File: src/rtl/mic3_level_meter.sv
// Level meter for the Pmod MIC3 sample stream: offset removal, magnitude,
// per-window peak/average/clip statistics and a decaying peak-hold value.
module mic3_level_meter #(
    parameter int WINDOW_LOG2  = 8,
    parameter int HOLD_WINDOWS = 4
) (
    input  logic        clk,
    input  logic        rst,
    input  logic [11:0] audio,
    input  logic        new_data,
    input  logic        clear,
    output logic [11:0] sample_s,
    output logic        sample_valid,
    output logic [10:0] peak,
    output logic [10:0] avg,
    output logic        clip,
    output logic [10:0] peak_hold,
    output logic        level_valid
);

    localparam int SW = 11 + WINDOW_LOG2;
    localparam int HW = $clog2(HOLD_WINDOWS + 1);
    localparam logic [HW-1:0]          HOLD_LOAD = HW'(HOLD_WINDOWS);
    localparam logic [WINDOW_LOG2-1:0] LAST_IDX  = '1;

    logic                   s1_clip;
    logic [10:0]            mag;
    logic                   s2_valid;
    logic                   s2_clip;
    logic [SW-1:0]          sum;
    logic [10:0]            run_peak;
    logic                   clip_sticky;
    logic [WINDOW_LOG2-1:0] count;
    logic [HW-1:0]          hold_cnt;

    logic [11:0]            neg_s;
    logic [10:0]            mag_abs;
    logic [SW-1:0]          sum_next;
    logic [10:0]            peak_next;
    logic                   clip_next;

    assign neg_s = (~sample_s) + 12'd1;

    // -2048 has no positive 11-bit counterpart, so it saturates to 2047
    always_comb begin
        mag_abs = sample_s[10:0];
        if (sample_s == 12'h800)
            mag_abs = 11'h7FF;
        else if (sample_s[11])
            mag_abs = neg_s[10:0];
    end

    always_comb begin
        sum_next  = sum + SW'(mag);
        peak_next = (mag > run_peak) ? mag : run_peak;
        clip_next = clip_sticky | s2_clip;
    end

    always_ff @(posedge clk) begin
        if (rst) begin
            sample_s     <= '0;
            sample_valid <= 1'b0;
            s1_clip      <= 1'b0;
            mag          <= '0;
            s2_valid     <= 1'b0;
            s2_clip      <= 1'b0;
            sum          <= '0;
            run_peak     <= '0;
            clip_sticky  <= 1'b0;
            count        <= '0;
            peak         <= '0;
            avg          <= '0;
            clip         <= 1'b0;
            peak_hold    <= '0;
            hold_cnt     <= '0;
            level_valid  <= 1'b0;
        end else begin
            level_valid <= 1'b0;
            if (clear) begin
                sample_valid <= 1'b0;
                s2_valid     <= 1'b0;
                sum          <= '0;
                run_peak     <= '0;
                clip_sticky  <= 1'b0;
                count        <= '0;
            end else begin
                sample_valid <= new_data;
                if (new_data) begin
                    sample_s <= {~audio[11], audio[10:0]};
                    s1_clip  <= (audio == 12'd0) || (audio == 12'hFFF);
                end

                s2_valid <= sample_valid;
                if (sample_valid) begin
                    mag     <= mag_abs;
                    s2_clip <= s1_clip;
                end

                if (s2_valid) begin
                    if (count == LAST_IDX) begin
                        // Close the window and restart accumulation in the same cycle
                        peak        <= peak_next;
                        avg         <= sum_next[SW-1:WINDOW_LOG2];
                        clip        <= clip_next;
                        level_valid <= 1'b1;
                        sum         <= '0;
                        run_peak    <= '0;
                        clip_sticky <= 1'b0;
                        count       <= '0;
                        if ((peak_next >= peak_hold) || (hold_cnt == '0)) begin
                            peak_hold <= peak_next;
                            hold_cnt  <= HOLD_LOAD;
                        end else begin
                            hold_cnt  <= hold_cnt - HW'(1);
                        end
                    end else begin
                        sum         <= sum_next;
                        run_peak    <= peak_next;
                        clip_sticky <= clip_next;
                        count       <= count + WINDOW_LOG2'(1);
                    end
                end
            end
        end
    end

endmodule

File: config.mk
export PLATFORM = sky130hd
export DESIGN_NAME = mic3_level_meter
export DESIGN_NICKNAME = d
export VERILOG_FILES = /design/src/rtl/mic3_level_meter.sv
export SDC_FILE = /design/constraint.sdc
export NUM_CORES = 1
export LEC_CHECK = 0
export CAP_MARGIN = 0
export CORE_AREA = 2 2 131 133
export DETAILED_ROUTE_END_ITERATION = 12
export DIE_AREA = 0 0 133 135
export HOLD_SLACK_MARGIN = 0.15
export PLACE_DENSITY_LB_ADDON = 0.12
export SYNTH_ARGS = -nofsm -noshare
export SYNTH_HDL_FRONTEND = slang
export SYNTH_SLANG_ARGS = --single-unit
File: constraint.sdc
create_clock -name clk -period 4.64 [get_ports clk]
set_input_delay 0.464 -clock clk [delete_from_list [all_inputs] [get_ports clk]]
set_output_delay 0.464 -clock clk [all_outputs]
set_load 0.005 [all_outputs]
==> results of run 1 <==
## tightest hold or removal path, cell delays in order (launching register included)
cell and delay (ns):
sky130_fd_sc_hd__dfxtp_1 0.31, sky130_fd_sc_hd__nand2_1 0.05, sky130_fd_sc_hd__a21oi_1 0.05
## per-stage QoR
stage | instances | setup slack [ns] | util, %
after floorplan | 658 | 1.336 | -
after global placement | 911 | 0.8445 | 39.20
after detailed placement | 911 | 0.7376 | 39.20
after CTS | 927 | 0.6992 | 41.16
after global routing | 927 | 0.3682 | 41.16
final | 927 | 0.6958 | 41.16
## report_power, final
group          switching (µW)  internal, µW  total (µW)
registers                15.7           902         918
logic                     111          68.0         179
clock network             340           485         825
## worst max path at each step
stage	startpoint	end	slack [ns]	cells after the start
2_1_floorplan	run_peak[4]$_SDFFE_PP0P_	peak_hold[4]$_SDFFE_PP0P_	1.34	16
3_3_place_gp	mag[1]$_SDFFE_PP0P_	peak_hold[3]$_SDFFE_PP0P_	0.84	13
4_1_cts	mag[1]$_SDFFE_PP0P_	peak_hold[8]$_SDFFE_PP0P_	0.70	13
3_5_place_dp	mag[1]$_SDFFE_PP0P_	peak_hold[8]$_SDFFE_PP0P_	0.74	13
5_1_grt	mag[1]$_SDFFE_PP0P_	peak_hold[0]$_SDFFE_PP0P_	0.37	15
6_report	mag[1]$_SDFFE_PP0P_	peak_hold[1]$_SDFFE_PP0P_	0.70	13
## sequential cells by signal, indices dropped and copies added (netlist names), 3 cells and up
signal and flops:
sum 19, sample_s 12, avg 11, mag 11, peak 11, peak_hold 11
run_peak 11, count 8, hold_cnt 3
## layout by cell type, fill, tap and decap left out, types with 3 or more instances in the layout
master                            instances
sky130_fd_sc_hd__o21a_1                   3
sky130_fd_sc_hd__nand2_1                 67
sky130_fd_sc_hd__a31oi_1                 14
sky130_fd_sc_hd__ha_1                    37
sky130_fd_sc_hd__a21o_1                   7
sky130_fd_sc_hd__clkdlybuf4s50_1         62
sky130_fd_sc_hd__inv_1                   36
sky130_fd_sc_hd__xnor2_1                  9
sky130_fd_sc_hd__nor2_1                  37
sky130_fd_sc_hd__and3_1                   5
sky130_fd_sc_hd__o21ai_1                  4
sky130_fd_sc_hd__or3_1                    4
sky130_fd_sc_hd__clkinv_2                 3
sky130_fd_sc_hd__nand4_1                 10
sky130_fd_sc_hd__a311oi_2                 9
sky130_fd_sc_hd__o211ai_1                25
sky130_fd_sc_hd__nand3b_1                 9
sky130_fd_sc_hd__o21ai_0                 39
sky130_fd_sc_hd__a21oi_1                 67
sky130_fd_sc_hd__nor2b_1                  6
sky130_fd_sc_hd__o21bai_1                 3
sky130_fd_sc_hd__mux2i_1                  4
sky130_fd_sc_hd__dfxtp_1                104
sky130_fd_sc_hd__o31ai_1                 10
sky130_fd_sc_hd__buf_4                    6
sky130_fd_sc_hd__a311oi_1                 3
sky130_fd_sc_hd__a22o_1                   3
sky130_fd_sc_hd__nor3_1                   7
sky130_fd_sc_hd__a22oi_1                  7
sky130_fd_sc_hd__xor2_1                  21
sky130_fd_sc_hd__nor4_1                   4
sky130_fd_sc_hd__clkbuf_16                9
sky130_fd_sc_hd__or2_2                    3
sky130_fd_sc_hd__nand2b_1                 3
sky130_fd_sc_hd__nand3_1                 18
sky130_fd_sc_hd__a21oi_2                  9
## cells by family after synthesis
| logic type | count (synthesis) | share of synthesized area, % |
|---|---|---|
| fa+ha+maj | 38 | 8.534 |
| buf+inv | 72 | 5.461 |
| flops | 104 | 36.79 |
| xor+xnor | 30 | 4.643 |
| simple gates | 187 | 16.47 |
| mux | 4 | 0.7075 |
| compound gates | 223 | 27.39 |
## metal layers
metal	GRT usage, %	up-vias	wire length (µm)
li1	-	2494	-
met1	23.36	2374	7134
met2	26.66	118	6598
met3	2.853	22	739
met4	7.109	0	344
met5	0	-	0
## area by class of cell
class	count	area [µm²]	share of cell area, %
inverter	36	135.1	2.001
timing repair buffer	69	670.6	9.931
tap	220	275.3	4.076
clock inverter	6	82.58	1.223
clock buffer	10	239.0	3.539
multi-input combinational	482	3268	48.40
sequential	104	2082	30.83
==> parameters.txt, run 1 <==
Parameter                              Value

STA
  Share of the clock period used by the worst path after layout ... a little under nine tenths
  Setup repair after global routing missed its margin ... no
  Final total negative setup slack ... 0 ns
  Clock period minus worst slack ... between 3 and 4 ns
  Slew @ Worst Pin ... roughly 0.87 ns
  Final Max Slew Viols ... 0
  Clock skew ... slightly below 0.007 ns
  Normalized max-slew margin ... about 42%
  Final Hold Vio Count ... 0
  Tightest hold margin ... 0.4546 ns
  Fmax achieved ... between 0.2 and 0.3 GHz
  Total setup violations reported at the end of the flow ... 0

Worst setup path
  Worst path cell trace ... ha_1 > nor2b_1 > o21a_1 > o21ai_1 > and4b_1 > o211ai_1 > nand2_1 > ha_1 > a21o_1 > a211oi_2 > a21oi_4 > and2_4 > a311oi_2
  Startpoint-to-endpoint class of the critical path ... reg2reg
  Endpoint arrival time on the critical path ... 4.21 ns
  Slowest-stage cell, CP ... sky130_fd_sc_hd__and4b_1
  Critical path's largest stage delay ... between 0.6 and 0.7 ns
  Setup slack of the most critical reg-to-reg path ... about 0.70 ns
  Reg2reg end ... peak_hold[1]$_SDFFE_PP0P_
  Top cell family by delay on the critical path ... compound AO/OA/AOI/OAI gates
  Worst Reg-to-Reg Cells ... 13
  Dominant cell type by count on the critical path ... sky130_fd_sc_hd__ha_1
  Worst reg2reg path startpoint ... mag[1]$_SDFFE_PP0P_
  Max FO, Critical Path ... 21
  Critical path launch point type ... flop
  Bufs and invs on worst path ... 0
  Endpoint kind of the worst setup timing path ... flop
  Data required time of the worst path ... 4.90 ns

Synthesis
  Number of flops mapped to enable cells by yosys ... 0
  Most frequent cells after synthesis ... sky130_fd_sc_hd__dfxtp_1, sky130_fd_sc_hd__a21oi_1, sky130_fd_sc_hd__nand2_1
  Sequential share of the synthesized area ... a little under two fifths
  Number of warning messages in the yosys log ... 0
  Register bit count reported by yosys ... 104
  Post-synthesis cell type count ... between 60 and 70
  Share of synthesized registers carrying an async set or reset ... 0%
  Most used standard cell by instance count after synthesis ... sky130_fd_sc_hd__dfxtp_1
  Top cell type's share of synthesized area ... a little under two fifths
  Area of the mapped netlist ... roughly 5700 µm²
  Area contributors post-synth ... sky130_fd_sc_hd__dfxtp_1, sky130_fd_sc_hd__ha_1, sky130_fd_sc_hd__a21oi_1
  Biggest area consumer among synthesized cells ... sky130_fd_sc_hd__dfxtp_1
  Post-synthesis instance total ... around 660
  Net count after synthesis ... approximately 710
  Mean post-synth cell area ... approximately 8.6 µm²
  Dominant register cell in the synthesized netlist ... sky130_fd_sc_hd__dfxtp_1

Global routing
  Number of antenna violations at the first check in global routing ... 0
  Overall global routing resource usage ... between 15 and 20%
  Vias in the first global route ... 4730
  Maximum number of pins on one net before global-route repair ... between 40 and 50
  Leftover overflow at the end of global routing ... 0
  Wire length of the first global-routing pass ... between 20000 and 25000 µm

Run status
  Outcome ... finished clean

Clocking
  TritonCTS Sinks ... about 100
  Count of hold buffers inserted by post-cts repair ... 0
  Number of CTS-inserted buffers ... 9
  Clock tree from TritonCTS ... yes
  # Post-CTS Setup Buffers ... 0
  Cells resized by post-CTS repair ... 0
  Clk slew on worst S/H paths ... ~0.07 ns
  H-Tree Depth ... 3
  Clock latency on the worst-skew pair ... 0.35 ns
  Maximum buffer depth of the clock tree ... 2
  Cell at the root of the clock tree ... sky130_fd_sc_hd__clkbuf_16

Floorplanning
  Starting density of the core ... between 30% and 40%
  Core Footprint ... ~16000 µm²
  Area of the die ... between 15000 and 20000 µm²
  # rows ... 47
  Die Height ... about 140 µm
  Width of the chip ... about 130 µm
  I/O pin count ... between 60 and 70

Min path
  Worst Hold Path EP ... avg[3]$_SDFFE_PP0P_
  Worst hold path class ... reg2reg
  Hold path startpoint ... avg[3]$_SDFFE_PP0P_
  Min-Delay Path Depth ... 2

Route
  Routed via count ... around 5k
  Initial DRT Pass Iterations ... 4
  Final ANT Viol Nets ... 0
  Per-cell routed wire length ... between 15 and 20 µm
  Via density per instance ... 5.402
  Wire length after detailed routing ... ~15000 µm
  Drt drc ... 0
  Number of violations reported at the end of detailed-routing iteration 0 ... a little under 300

Power and ir drop
  P per Cell Area ... approximately 280 nW/µm²
  Leakage power ... 0.002427 µW
  Max IR drop VDD ... ~0.18 mV
  Total power draw ... 1922 µW

Place
  Post-detail-place hpwl ... roughly 11000 µm
  Final RePlAce weighted congestion ... just under 0.9
  Instance area after placement ... 6431 µm²
  PortBufs ... 63

Layout
  Fillcell total ... 1670
  Fin nets ... about 760
  Share of layout cells above drive strength 1 ... under 10%
  # diodes ... 0
  Cell area after layout ... roughly 6800 µm²
  Post-synthesis to final-layout area growth ... 19.32%

Job
  Number of max-cap violations ... 0
No activity file was read; power rests on OpenSTA's default activity.
==> inputs of run 2 (changes only) <==
--- a/config.mk
+++ b/config.mk
@@ -6,9 +6,9 @@
 export NUM_CORES = 1
 export LEC_CHECK = 0
 export CAP_MARGIN = 0
-export CORE_AREA = 2 2 131 133
+export CORE_AREA = 2 2 110 112
 export DETAILED_ROUTE_END_ITERATION = 12
-export DIE_AREA = 0 0 133 135
+export DIE_AREA = 0 0 112 114
 export HOLD_SLACK_MARGIN = 0.15
 export PLACE_DENSITY_LB_ADDON = 0.12
 export SYNTH_ARGS = -nofsm -noshare
==> parameters.txt, run 2 (synthesis results as in run 1) <==
Parameter                              Value

Global routing
  Number of antenna violations at the first check in global routing ... 0 (unchanged)
  Maximum number of pins on one net before global-route repair ... 46 (unchanged)
  Overall global routing resource usage ... 22.56% (was 17.05%)
  Leftover overflow at the end of global routing ... 0 (unchanged)
  Wire length of the first global-routing pass ... 23540 µm (was 24470 µm)
  Vias in the first global route ... 4838 (was 4730)

Min path
  Hold path startpoint ... avg[2]$_SDFFE_PP0P_ (was avg[3]$_SDFFE_PP0P_)
  Worst hold path class ... reg2reg (unchanged)
  Min-Delay Path Depth ... 2 (unchanged)
  Worst Hold Path EP ... avg[2]$_SDFFE_PP0P_ (was avg[3]$_SDFFE_PP0P_)

STA
  Total setup violations reported at the end of the flow ... 0 (unchanged)
  Normalized max-slew margin ... 42.52% (was 42.07%)
  Final Hold Vio Count ... 0 (unchanged)
  Setup repair after global routing missed its margin ... no (unchanged)
  Fmax achieved ... 0.2442 GHz (was 0.2535 GHz)
  Tightest hold margin ... 0.4537 ns (was 0.4546 ns)
  Final total negative setup slack ... 0 ns (unchanged)
  Slew @ Worst Pin ... 0.8605 ns (was 0.8672 ns)
  Final Max Slew Viols ... 0 (unchanged)
  Share of the clock period used by the worst path after layout ... 88.25% (was 85.00%)
  Clock period minus worst slack ... 4.095 ns (was 3.944 ns)
  Clock skew ... 0.007560 ns (was 0.006942 ns)

Clocking
  Maximum buffer depth of the clock tree ... 2 (unchanged)
  Cells resized by post-CTS repair ... 0 (unchanged)
  Clock tree from TritonCTS ... yes (unchanged)
  Clock latency on the worst-skew pair ... 0.34 ns (was 0.35 ns)
  TritonCTS Sinks ... 104 (unchanged)
  # Post-CTS Setup Buffers ... 0 (unchanged)
  Clk slew on worst S/H paths ... 0.07 ns (about the same)
  Count of hold buffers inserted by post-cts repair ... 0 (unchanged)
  Cell at the root of the clock tree ... sky130_fd_sc_hd__clkbuf_16 (unchanged)
  H-Tree Depth ... 3 (unchanged)
  Number of CTS-inserted buffers ... 9 (unchanged)

Power and ir drop
  P per Cell Area ... 272.0 nW/µm² (was 284.6 nW/µm²)
  Logic gate share of total power ... 9.9% (was 9.3%)
  Switching share of total power ... 24.41% (was 24.29%)
  Internal Power ... 1363 µW (was 1455 µW)
  Max IR drop VDD ... 0.1394 mV (was 0.1802 mV)
  Leakage power ... 0.002407 µW (was 0.002427 µW)
  Sequential cell fraction of total power ... 50.9% (was 47.8%)
  Net load switching power ... 440.0 µW (was 466.8 µW)
  Portion of total power attributed to the clock network ... 39.2% (was 42.9%)

Worst setup path
  Bufs and invs on worst path ... 0 (unchanged)
  Setup slack of the most critical reg-to-reg path ... 0.55 ns (was 0.70 ns)
  Worst reg2reg path startpoint ... mag[8]$_SDFFE_PP0P_ (was mag[1]$_SDFFE_PP0P_)
  Reg2reg end ... peak_hold[9]$_SDFFE_PP0P_ (was peak_hold[1]$_SDFFE_PP0P_)
  Worst Reg-to-Reg Cells ... 13 (unchanged)
  Worst path cell trace ... ha_1 > a21oi_1 > nor2b_1 > o21ai_0 > and4b_1 > o211ai_1 > nand2_1 > ha_1 > a21o_1 > a211oi_2 > o211ai_1 > and2_4 > a311oi_2 (was ha_1 > nor2b_1 > o21a_1 > o21ai_1 > and4b_1 > o211ai_1 > nand2_1 > ha_1 > a21o_1 > a211oi_2 > a21oi_4 > and2_4 > a311oi_2)
  Top cell family by delay on the critical path ... compound AO/OA/AOI/OAI gates (unchanged)
  Endpoint kind of the worst setup timing path ... flop (unchanged)
  Endpoint arrival time on the critical path ... 4.34 ns (was 4.21 ns)
  Critical path's largest stage delay ... 0.71 ns (was 0.68 ns)
  Critical path launch point type ... flop (unchanged)
  Max FO, Critical Path ... 21 (unchanged)
  Startpoint-to-endpoint class of the critical path ... reg2reg (unchanged)
  Data required time of the worst path ... 4.89 ns (was 4.90 ns)
  Slowest-stage cell, CP ... sky130_fd_sc_hd__and4b_1 (unchanged)

Layout
  Commonest cells after routing, fill and taps aside ... sky130_fd_sc_hd__dfxtp_1, sky130_fd_sc_hd__a21oi_1, sky130_fd_sc_hd__nand2_1, sky130_fd_sc_hd__clkdlybuf4s50_1, sky130_fd_sc_hd__o21ai_0 (unchanged)
  Fillcell total ... 1094 (was 1670)
  Share of layout cells above drive strength 1 ... 7.910% (was 8.487%)
  Max reg flops ... 19 (unchanged)
  Largest registers in the final layout ... sum (19), sample_s (12) (unchanged)
  Post-synthesis to final-layout area growth ... 17.11% (was 19.32%)
  Cell area after layout ... 6628 µm² (was 6753 µm²)
  Reg with most FFs ... sum (unchanged)
  Most common cell after layout, fill and taps aside ... sky130_fd_sc_hd__dfxtp_1 (unchanged)
  Final core area utilization ... 56.59% (was 41.16%)
  Final non-filler cell total ... 855 (was 927)
  Area of combinational cells with multiple inputs ... 3268 µm² (unchanged)
  # diodes ... 0 (unchanged)
  Sequential cell area ... 2082 µm² (unchanged)
  Fin nets ... 758 (was 756)

Place
  Instance area after placement ... 6360 µm² (was 6431 µm²)
  Post-detail-place hpwl ... 10320 µm (was 10780 µm)
  Final RePlAce weighted congestion ... 0.8814 (was 0.8940)
  Placed Instances ... 840 (was 911)
  PortBufs ... 63 (unchanged)

Floorplanning
  Starting density of the core ... 48.32% (was 34.49%)
  Core Footprint ... 11710 µm² (was 16410 µm²)
  Width of the chip ... 112 µm (was 133 µm)
  Die Height ... 114 µm (was 135 µm)
  I/O pin count ... 64 (unchanged)
  Area of the die ... 12770 µm² (was 17960 µm²)
  # rows ... 40 (was 47)

Route
  Number of violations reported at the end of detailed-routing iteration 0 ... 348 (was 295)
  Via density per instance ... 5.765 (was 5.402)
  Initial DRT Pass Iterations ... 4 (unchanged)
  Wire length after detailed routing ... 14080 µm (was 14820 µm)
  Final ANT Viol Nets ... 0 (unchanged)
  Drt drc ... 0 (unchanged)
  Routed via count ... 4929 (was 5008)
  Per-cell routed wire length ... 16.47 µm (was 15.98 µm)

Run status
  Outcome ... finished clean (unchanged)

Job
  Number of max-cap violations ... 0 (unchanged)
[run 2: changes by cell type in the layout (fill, tap and decap cells not counted)]
| cell | before | now |
|---|---|---|
| sky130_fd_sc_hd__buf_4 | 6 | 8 |
| sky130_fd_sc_hd__buf_2 | 1 | 0 |
| sky130_fd_sc_hd__clkinv_2 | 3 | 0 |
| sky130_fd_sc_hd__clkbuf_1 | 0 | 4 |
| sky130_fd_sc_hd__clkbuf_8 | 1 | 2 |
| sky130_fd_sc_hd__clkdlybuf4s50_1 | 62 | 63 |
| sky130_fd_sc_hd__bufinv_16 | 2 | 0 |
| sky130_fd_sc_hd__clkinvlp_4 | 1 | 0 |
[run 2: per-stage QoR]
| step | setup WS [ns] | total power (µW) |
|---|---|---|
| 3_5_place_dp | 0.6131 | 1116 |
| 5_1_grt | 0.2554 | 1875 |
| 2_1_floorplan | 1.336 | 1055 |
| 6_report | 0.5453 | 1803 |
| 4_1_cts | 0.6118 | 1815 |
| 3_3_place_gp | 0.7881 | 1113 |
[run 2: cell type report]
type	count	area share, %
Sequential cell	104	31.41
Tap cell	147	2.775
Timing Repair Buffer	71	10.42
Inverter	36	2.039
Clock buffer	15	4.040
Multi-Input combinational cell	482	49.31
[run 2: power by group through the flow]
stage          registers [µW]  clock network [µW]  logic [µW]
6_report                  918                 706         178
5_1_grt                   919                 758         198
4_1_cts                   918                 718         179
3_5_place_dp              938                   0         178
3_3_place_gp              938                   0         176
2_1_floorplan             933                   0         122
[run 2: routing by layer]
| layer | up-vias | part of all wire [%] | GRT usage, % |
|---|---|---|---|
| met1 | 2291 | 46 | 28.86 |
| met2 | 120 | 46 | 37.54 |
| met4 | 0 | 3.6 | 11.22 |
| met5 | - | 0 | 0 |
| li1 | 2488 | - | - |
| met3 | 30 | 4.4 | 3.241 |
[run 2: how the worst max path moves through the flow]
stage,cells past startpoint,startpoint,to,slack (ns)
CTS,13,mag[8]$_SDFFE_PP0P_,peak_hold[5]$_SDFFE_PP0P_,0.61
floorplan,16,run_peak[4]$_SDFFE_PP0P_,peak_hold[4]$_SDFFE_PP0P_,1.34
finish,13,mag[8]$_SDFFE_PP0P_,peak_hold[9]$_SDFFE_PP0P_,0.55
global placement,13,mag[1]$_SDFFE_PP0P_,peak_hold[3]$_SDFFE_PP0P_,0.79
global route,15,mag[1]$_SDFFE_PP0P_,peak_hold[0]$_SDFFE_PP0P_,0.26
detailed placement,13,mag[8]$_SDFFE_PP0P_,peak_hold[5]$_SDFFE_PP0P_,0.61
[run 2: tightest hold or removal path: cells and delay by family (launching register included)]
family / cells / cell delay (ns)
AOI/OAI and AO/OA: 1 / 0.05
DFF: 1 / 0.31
and+or+nand+nor: 1 / 0.05
